### src/rtl/imem_pkg.sv
// Purpose : shared definitions for the run-time loadable instruction memory
//           of the 19-bit CPU: default geometry, the halt word used for
//           clearing and out-of-range fetches, and the controller states.
// Contents: DEF_DATA_W, DEF_ADDR_W, DEF_DEPTH, DEF_FILL_WORD, state_t
package imem_pkg;

  localparam int DEF_DATA_W = 19;
  localparam int DEF_ADDR_W = 8;
  localparam int DEF_DEPTH  = 256;

  // Halt opcode 5'b11111 in the top bits, all operand bits zero (19'h7C000)
  localparam logic [DEF_DATA_W-1:0] DEF_FILL_WORD = 19'b1111100000000000000;

  typedef enum logic [1:0] {
    CLEAR = 2'd0,
    RUN   = 2'd1,
    LOAD  = 2'd2
  } state_t;

endpackage

### src/rtl/imem_ram_1r1w.sv
// Purpose : DEPTH x DATA_W storage array with one synchronous write port and
//           one registered read port. The read register only updates when
//           re is high, so the last read word is held otherwise.
// Ports   : clk            - clock, rising edge
//           we/waddr/wdata - write enable, address, data
//           re/raddr       - read enable, address
//           rdata          - registered read data
module imem_ram_1r1w #(
  parameter int DATA_W = 19,
  parameter int ADDR_W = 8,
  parameter int DEPTH  = 256
) (
  input  logic              clk,
  input  logic              we,
  input  logic [ADDR_W-1:0] waddr,
  input  logic [DATA_W-1:0] wdata,
  input  logic              re,
  input  logic [ADDR_W-1:0] raddr,
  output logic [DATA_W-1:0] rdata
);

  logic [DATA_W-1:0] mem [DEPTH];

  always_ff @(posedge clk) begin
    if (we) begin
      mem[waddr] <= wdata;
    end
    if (re) begin
      rdata <= mem[raddr];
    end
  end

endmodule

### src/rtl/imem_boot_loader.sv
// Purpose : instruction memory with a run-time loader. After reset it fills
//           every word with the halt word, then serves one-cycle registered
//           fetches and accepts load sessions over a valid/ready stream.
// Ports   : clk, rst                 - clock, synchronous active-high reset
//           fetch_req/fetch_addr     - fetch request and word address (RUN only)
//           fetch_valid/instruction  - fetched word, valid one cycle later
//           load_start/load_base     - open a load session at a base address
//           load_valid/load_last/
//           load_data/load_ready     - load word stream handshake
//           load_done/load_count     - end-of-session pulse, words written
//           busy                     - high while clearing or loading
module imem_boot_loader
  import imem_pkg::*;
#(
  parameter int DATA_W = DEF_DATA_W,
  parameter int ADDR_W = DEF_ADDR_W,
  parameter int DEPTH  = DEF_DEPTH,
  parameter logic [DATA_W-1:0] FILL_WORD = DEF_FILL_WORD
) (
  input  logic              clk,
  input  logic              rst,
  input  logic              fetch_req,
  input  logic [ADDR_W-1:0] fetch_addr,
  output logic              fetch_valid,
  output logic [DATA_W-1:0] instruction,
  input  logic              load_start,
  input  logic [ADDR_W-1:0] load_base,
  input  logic              load_valid,
  input  logic              load_last,
  input  logic [DATA_W-1:0] load_data,
  output logic              load_ready,
  output logic              load_done,
  output logic [ADDR_W:0]   load_count,
  output logic              busy
);

  // One extra bit so DEPTH itself is representable for range compares
  localparam logic [ADDR_W:0] DEPTH_EXT = (ADDR_W+1)'(DEPTH);
  localparam logic [ADDR_W:0] PTR_LAST  = (ADDR_W+1)'(DEPTH - 1);

  state_t            state, next_state;
  logic [ADDR_W:0]   ptr, ptr_next;
  logic [ADDR_W:0]   count_next;
  logic              done_next;
  logic              fetch_accept;
  logic              fetch_oor;
  logic              base_oor;
  logic              use_fill;
  logic              ram_we;
  logic              ram_re;
  logic [DATA_W-1:0] ram_wdata;
  logic [DATA_W-1:0] ram_rdata;

  assign fetch_oor = {1'b0, fetch_addr} >= DEPTH_EXT;
  assign base_oor  = {1'b0, load_base} >= DEPTH_EXT;
  assign ram_re    = fetch_accept && !fetch_oor;

  assign load_ready = (state == LOAD);
  assign busy       = (state != RUN);

  // use_fill covers both the reset value and out-of-range fetches, so the
  // RAM read register never needs a reset of its own.
  assign instruction = use_fill ? FILL_WORD : ram_rdata;

  // State register and datapath registers
  always_ff @(posedge clk) begin
    if (rst) begin
      state       <= CLEAR;
      ptr         <= '0;
      load_count  <= '0;
      load_done   <= 1'b0;
      fetch_valid <= 1'b0;
      use_fill    <= 1'b1;
    end else begin
      state       <= next_state;
      ptr         <= ptr_next;
      load_count  <= count_next;
      load_done   <= done_next;
      fetch_valid <= fetch_accept;
      if (fetch_accept) begin
        use_fill <= fetch_oor;
      end
    end
  end

  // Next-state, pointer and write-port control. The load session ends on an
  // accepted last word or on the write to the top word, never wrapping.
  always_comb begin
    next_state   = state;
    ptr_next     = ptr;
    count_next   = load_count;
    done_next    = 1'b0;
    fetch_accept = 1'b0;
    ram_we       = 1'b0;
    ram_wdata    = load_data;
    case (state)
      CLEAR: begin
        ram_we    = 1'b1;
        ram_wdata = FILL_WORD;
        ptr_next  = ptr + 1'b1;
        if (ptr == PTR_LAST) begin
          next_state = RUN;
          ptr_next   = '0;
        end
      end
      RUN: begin
        fetch_accept = fetch_req;
        if (load_start) begin
          count_next = '0;
          if (base_oor) begin
            done_next = 1'b1;
          end else begin
            next_state = LOAD;
            ptr_next   = {1'b0, load_base};
          end
        end
      end
      LOAD: begin
        if (load_valid) begin
          ram_we     = 1'b1;
          ptr_next   = ptr + 1'b1;
          count_next = load_count + 1'b1;
          if (load_last || ptr == PTR_LAST) begin
            next_state = RUN;
            done_next  = 1'b1;
          end
        end
      end
      default: begin
        next_state = CLEAR;
        ptr_next   = '0;
      end
    endcase
  end

  imem_ram_1r1w #(
    .DATA_W(DATA_W),
    .ADDR_W(ADDR_W),
    .DEPTH (DEPTH)
  ) u_ram (
    .clk  (clk),
    .we   (ram_we),
    .waddr(ptr[ADDR_W-1:0]),
    .wdata(ram_wdata),
    .re   (ram_re),
    .raddr(fetch_addr),
    .rdata(ram_rdata)
  );

endmodule

### config.mk
export PLATFORM = sky130hd
export DESIGN_NAME = imem_boot_loader
export DESIGN_NICKNAME = d
export VERILOG_FILES = /design/src/rtl/imem_pkg.sv /design/src/rtl/imem_ram_1r1w.sv /design/src/rtl/imem_boot_loader.sv
export SDC_FILE = /design/constraint.sdc
export NUM_CORES = 2
export LEC_CHECK = 0
export CAP_MARGIN = 30
export CORE_MARGIN = 4
export CORE_UTILIZATION = 55
export DETAILED_ROUTE_END_ITERATION = 10
export GPL_ROUTABILITY_DRIVEN = 0
export PLACE_DENSITY_LB_ADDON = 0.1
export SYNTH_ARGS = -nofsm -noshare
export SYNTH_HDL_FRONTEND = slang
export SYNTH_HIERARCHICAL = 1
export SYNTH_MEMORY_MAX_BITS = 65536
export SYNTH_SLANG_ARGS = --single-unit
export TNS_END_PERCENT = 100
### constraint.sdc
create_clock -name clk -period 13.6 [get_ports clk]
set_clock_uncertainty 0.1 [all_clocks]
set_input_delay 2.72 -clock clk [delete_from_list [all_inputs] [get_ports clk]]
set_output_delay 2.72 -clock clk [all_outputs]
set_load 0.005 [all_outputs]
After elaboration in Yosys (flattened, before gate mapping)
Memories as Yosys holds them, arrays and structs flattened. A register that Yosys moved wholly into a read port is not among the register bits.
Index checks and enable logic that the tools add are counted.
Widths: inputs -> output; s select.
{"block": "word_totals", "out_inout_bits": 32, "n_memories": 1, "elab_cells": 46, "ramBits": 4864, "reg_bits": 23, "input_bits": 41}
{"name": "u_ram.mem", "depth": 256, "width": 19, "read_ports": 1, "rd_ports_with_merged_regs": 1, "wr": 1, "line": "imem_ram_1r1w.sv:22", "text": "logic [DATA_W-1:0] mem [DEPTH];"}
{"block": "classes", "n_eq_ne": 8, "bitwise_logic": 2, "muxes": 20, "n_reduce_logical": 7, "add_sub_neg": 2}
{"operator": "$mux 9", "count": 5}
{"operator": "$mux 19", "count": 2}
{"operator": "$pmux 9 s3", "count": 1}
{"operator": "$add 9x1->9 const B", "count": 2}
{"operator": "$pmux 9 s2", "count": 1}
{"operator": "$eq 9x8->1 const B", "count": 1}
{"operator": "$mux 2", "count": 4}
{"operator": "$ne 2x2->1 const B", "count": 3}
{"operator": "$pmux 2 s3", "count": 1}
{"operator": "$mux 1", "count": 5}
{"operator": "$ne 2x1->1 const B", "count": 2}
{"operator": "$reduce_and 4->1", "count": 1}
{"operator": "$reduce_and 3->1", "count": 1}
{"operator": "$reduce_or 3->1", "count": 1}
{"operator": "$eq 2x1->1 const B", "count": 1}
{"operator": "$eq 2x2->1 const B", "count": 1}
{"operator": "$logic_not 2->1", "count": 1}
{"operator": "$not 1->1", "count": 2}
{"operator": "$pmux 1 s2", "count": 1}
{"operator": "$reduce_and 2->1", "count": 1}
{"operator": "$reduce_bool 2->1", "count": 1}
{"operator": "$logic_or 1x1->1", "count": 1}

Logic depth before layout (Yosys ltp)
{"block": "logic_depth", "word_depth": 5, "mapped_depth": 13, "ltp_nobuf": 10}

Modules after synthesis
Netlist, hierarchy kept.
{"module": "imem_ram_1r1w", "area_per_inst_um2": 188648.4, "cells_each": 8709, "instances": 1}
{"module": "imem_boot_loader", "area_per_inst_um2": 1632.8, "cells_each": 212, "instances": 1}

Worst setup path before layout
Ideal clock, no wire load.
{"block": "synth_timing", "path_type": "input to register", "from": "in load_data[10]", "to": "mem u_ram.mem[0][10], data pin", "required_time_ps": 12050, "n_path_buf": 0, "arrival_time_ps": 8865, "setup_time_ps": 1450, "stages": 1, "setup_slack_ps": 3185, "cell_sequence": "nor2b_1"}
{"block": "synth_via", "elab_chain_len": 1}
{"element": "from (decl)", "line": "imem_boot_loader.sv:30", "text": "input logic [DATA_W-1:0] load_data,"}
{"element": "$mux 19", "line": "imem_boot_loader.sv:96", "text": "case (state)"}
{"element": "to (decl)", "line": "imem_ram_1r1w.sv:22"}
Every way passes these cells.

==> results_dict.tcl <==
set metrics [dict create \
    status "finished, final reports clean" \
    fmaxAchievable_mhz 136 \
    drive_gt1_frac 0.239 \
    grt_pass1_wl_um 734000 \
    start_util 0.553 \
    io_pins 73 \
    wl_met3_um 55400 \
    wl_per_cell_um 36.5 \
    ys.flop_type "edfxtp_1" \
    highest_layer "met5" \
    path_clk_slew_ns 0.06 \
    htreeDepth 5 \
    layout_commonest_cell "edfxtp_1" \
    slew_viol_final 0 \
    final_cell_mix "4883 x edfxtp_1, 899 x mux4_2, 711 x mux2i_1" \
    vias_per_cell 6.76 \
    worst_pin_slew_ns 1.32 \
    cts.sinks 4906 \
    rsz0062_at_grt "false" \
    rows 215 \
    syn_nets 8966 \
    path_class "primary input to register" \
    post_cts_buffers 0 \
    crit_required_ns 14.28 \
    fill_cells 23400 \
    ctsHoldBuffers 0 \
    p_leak_nw 67.9 \
    core-area_sq_um 344000 \
    fin_crit_sh 0.539 \
    synthDistinctLibCells 74 \
    ys_async_sr_fraction 0 \
    grt_pass1_vias 94800 \
    ant_nets 0 \
    vias 96800 \
    finalCriticalPeriod_ns 7.33 \
    grt_max_degree 224 \
    setup_viol 0 \
    die_width_um 596 \
    min_path_type "register to register" \
    avgSynthCellArea_sq_um 21.3 \
    synth_top_area_cell "edfxtp_1" \
    worstSetupEndpointType "register" \
    grt_overflow 0 \
    hold_slack_ns 0.363 \
    powerDensity_nw_per_um2 142 \
    route.detailed.drc 0 \
    clk_latency_ns 1.00 \
    routed_wl_um 523000 \
    grt_antenna_before_repair 29 \
    cts_inserted_buffers 481 \
    arrival_ns 8.01 \
    route.met2.wl_um 241000 \
    tns_ns 0 \
    synth_warnings 6 \
    syn_area_sq_um 190000 \
    seq_area_sq_um 147000 \
    postCtsResizedCells 0 \
    synthTopCellsByArea "edfxtp_1 77%, mux4_2 11%, mux2i_1 3.7%" \
    dpl.hpwl_um 298000 \
    fin_nets 9423 \
    drv_cap 0 \
    peakVddDrop_mv 0.150 \
    multi_input_area_sq_um 40900 \
    grt_usage 0.292 \
    dr.pass1.iters 6 \
    cts_tree "built" \
    finalHoldViolations 0 \
    area_growth_pct 12.2 \
    port_buffers 72 \
    drtIter0Drc 13700 \
    yosysTopAreaCellShare 0.771 \
    postSynthCellCount 8921 \
    ys_seq_area_frac 0.773 \
    start_kind "primary input" \
    synth-seq-cells 4906 \
    slew_headroom 0.118 \
    clock_path_buffers 4 \
    die_area_sq_um 355000 \
    worst-path-max-fanout 120 \
    wl_met1_um 205000 \
    cts-root-buf "clkbuf_16" \
    die_y_um 596 \
    synth-edff-count 4883 \
]
power breakdown:
part	total (W)	internal [W]	switching [W]
Combinational	0.00125	0.000476	0.000769
Clock	0.0127	0.00718	0.00557
Sequential	0.0164	0.0164	0.00000639
synth_stat cells (15+ instances only):
cell type and n:
edfxtp_1 4883, nor2b_1 42, o21ai_0 56, o22ai_1 230, a221oi_1 38, nand3_1 41
buf_6 70, nor2_1 355, a2111oi_0 36, mux2_2 25, a211oi_1 18, a22o_1 27
clkbuf_1 231, mux4_1 45, buf_4 69, dfxtp_1 23, buf_12 15, o221ai_1 257
a21oi_1 193, nor3b_1 16, nand2b_1 18, a22oi_1 51, buf_1 21, buf_8 28
nor3_1 157, nand2_1 72, buf_2 102, mux2i_1 711, mux4_2 899, nor4_1 21
nand4_1 18
worst max-delay path, stage by stage:
cell and delay [ns]:
buf_16 0.45, buf_4 0.79, buf_12 0.66, mux4_1 0.51
nor3_1 0.08, a2111oi_0 0.99, nand3_1 0.46, a211oi_2 0.51
buf_6 0.23, nor4b_1 0.26
stage by stage:
stage | util | cell area [sq um] | setup WS, ns | power [W] | cells
after floorplan | - | 190000 | 3.19 | 0.0175 | 8921
after global placement | 0.575 | 198000 | 4.22 | 0.0179 | 13400
after detailed placement | 0.577 | 198000 | 5.22 | 0.0180 | 13400
after CTS | 0.620 | 213000 | 6.27 | 0.0306 | 14300
after global routing | 0.621 | 213000 | 6.08 | 0.0313 | 14300
final | 0.621 | 213000 | 6.27 | 0.0304 | 14300
layout make-up:
type / instances / share of cell area
multi-input cells: 3461 / 0.191
repair buffers: 515 / 0.0222
diodes: 8 / 0.0000938
clock inverters: 290 / 0.0109
well taps: 4557 / 0.0267
flip-flops and latches: 4906 / 0.689
clock buffers: 585 / 0.0592
inverters: 13 / 0.000287
registers in the layout, indices dropped and copies added (netlist names):
signal       count
u_ram/mem     4864
u_ram/rdata     19
load_count       9
ptr              9
state            2
fetch_valid      1
load_done        1
use_fill         1
cell families after synthesis:
kind of cell | synth area share
flip-flops | 0.773
multiplexers | 0.152
AO/OA/AOI/OAI | 0.0359
AND/OR/NAND/NOR | 0.0201
buffers and inverters | 0.0189
XOR/XNOR | 0.000322
adder cells (fa/ha/maj) | 0.000263
routing by layer:
metal | up-vias | GRT usage
met3 | 879 | 0.0655
met5 | - | 0.00243
met1 | 51800 | 0.426
met2 | 5410 | 0.443
met4 | 18 | 0.0995
li1 | 38700 | -
path summary, 6_finish.rpt:
kind | startpoint | end | slack (ns) | cells past startpoint
setup / recovery | fetch_addr[0] | u_ram/rdata[9] | 6.27 | 10
hold / removal | use_fill | use_fill | 0.36 | 1
setup reg to reg | state[1] | u_ram/mem[43][4] | 8.59 | 5
hold reg to reg | use_fill | use_fill | 0.36 | 1
(Power assumes the default switching activity.)
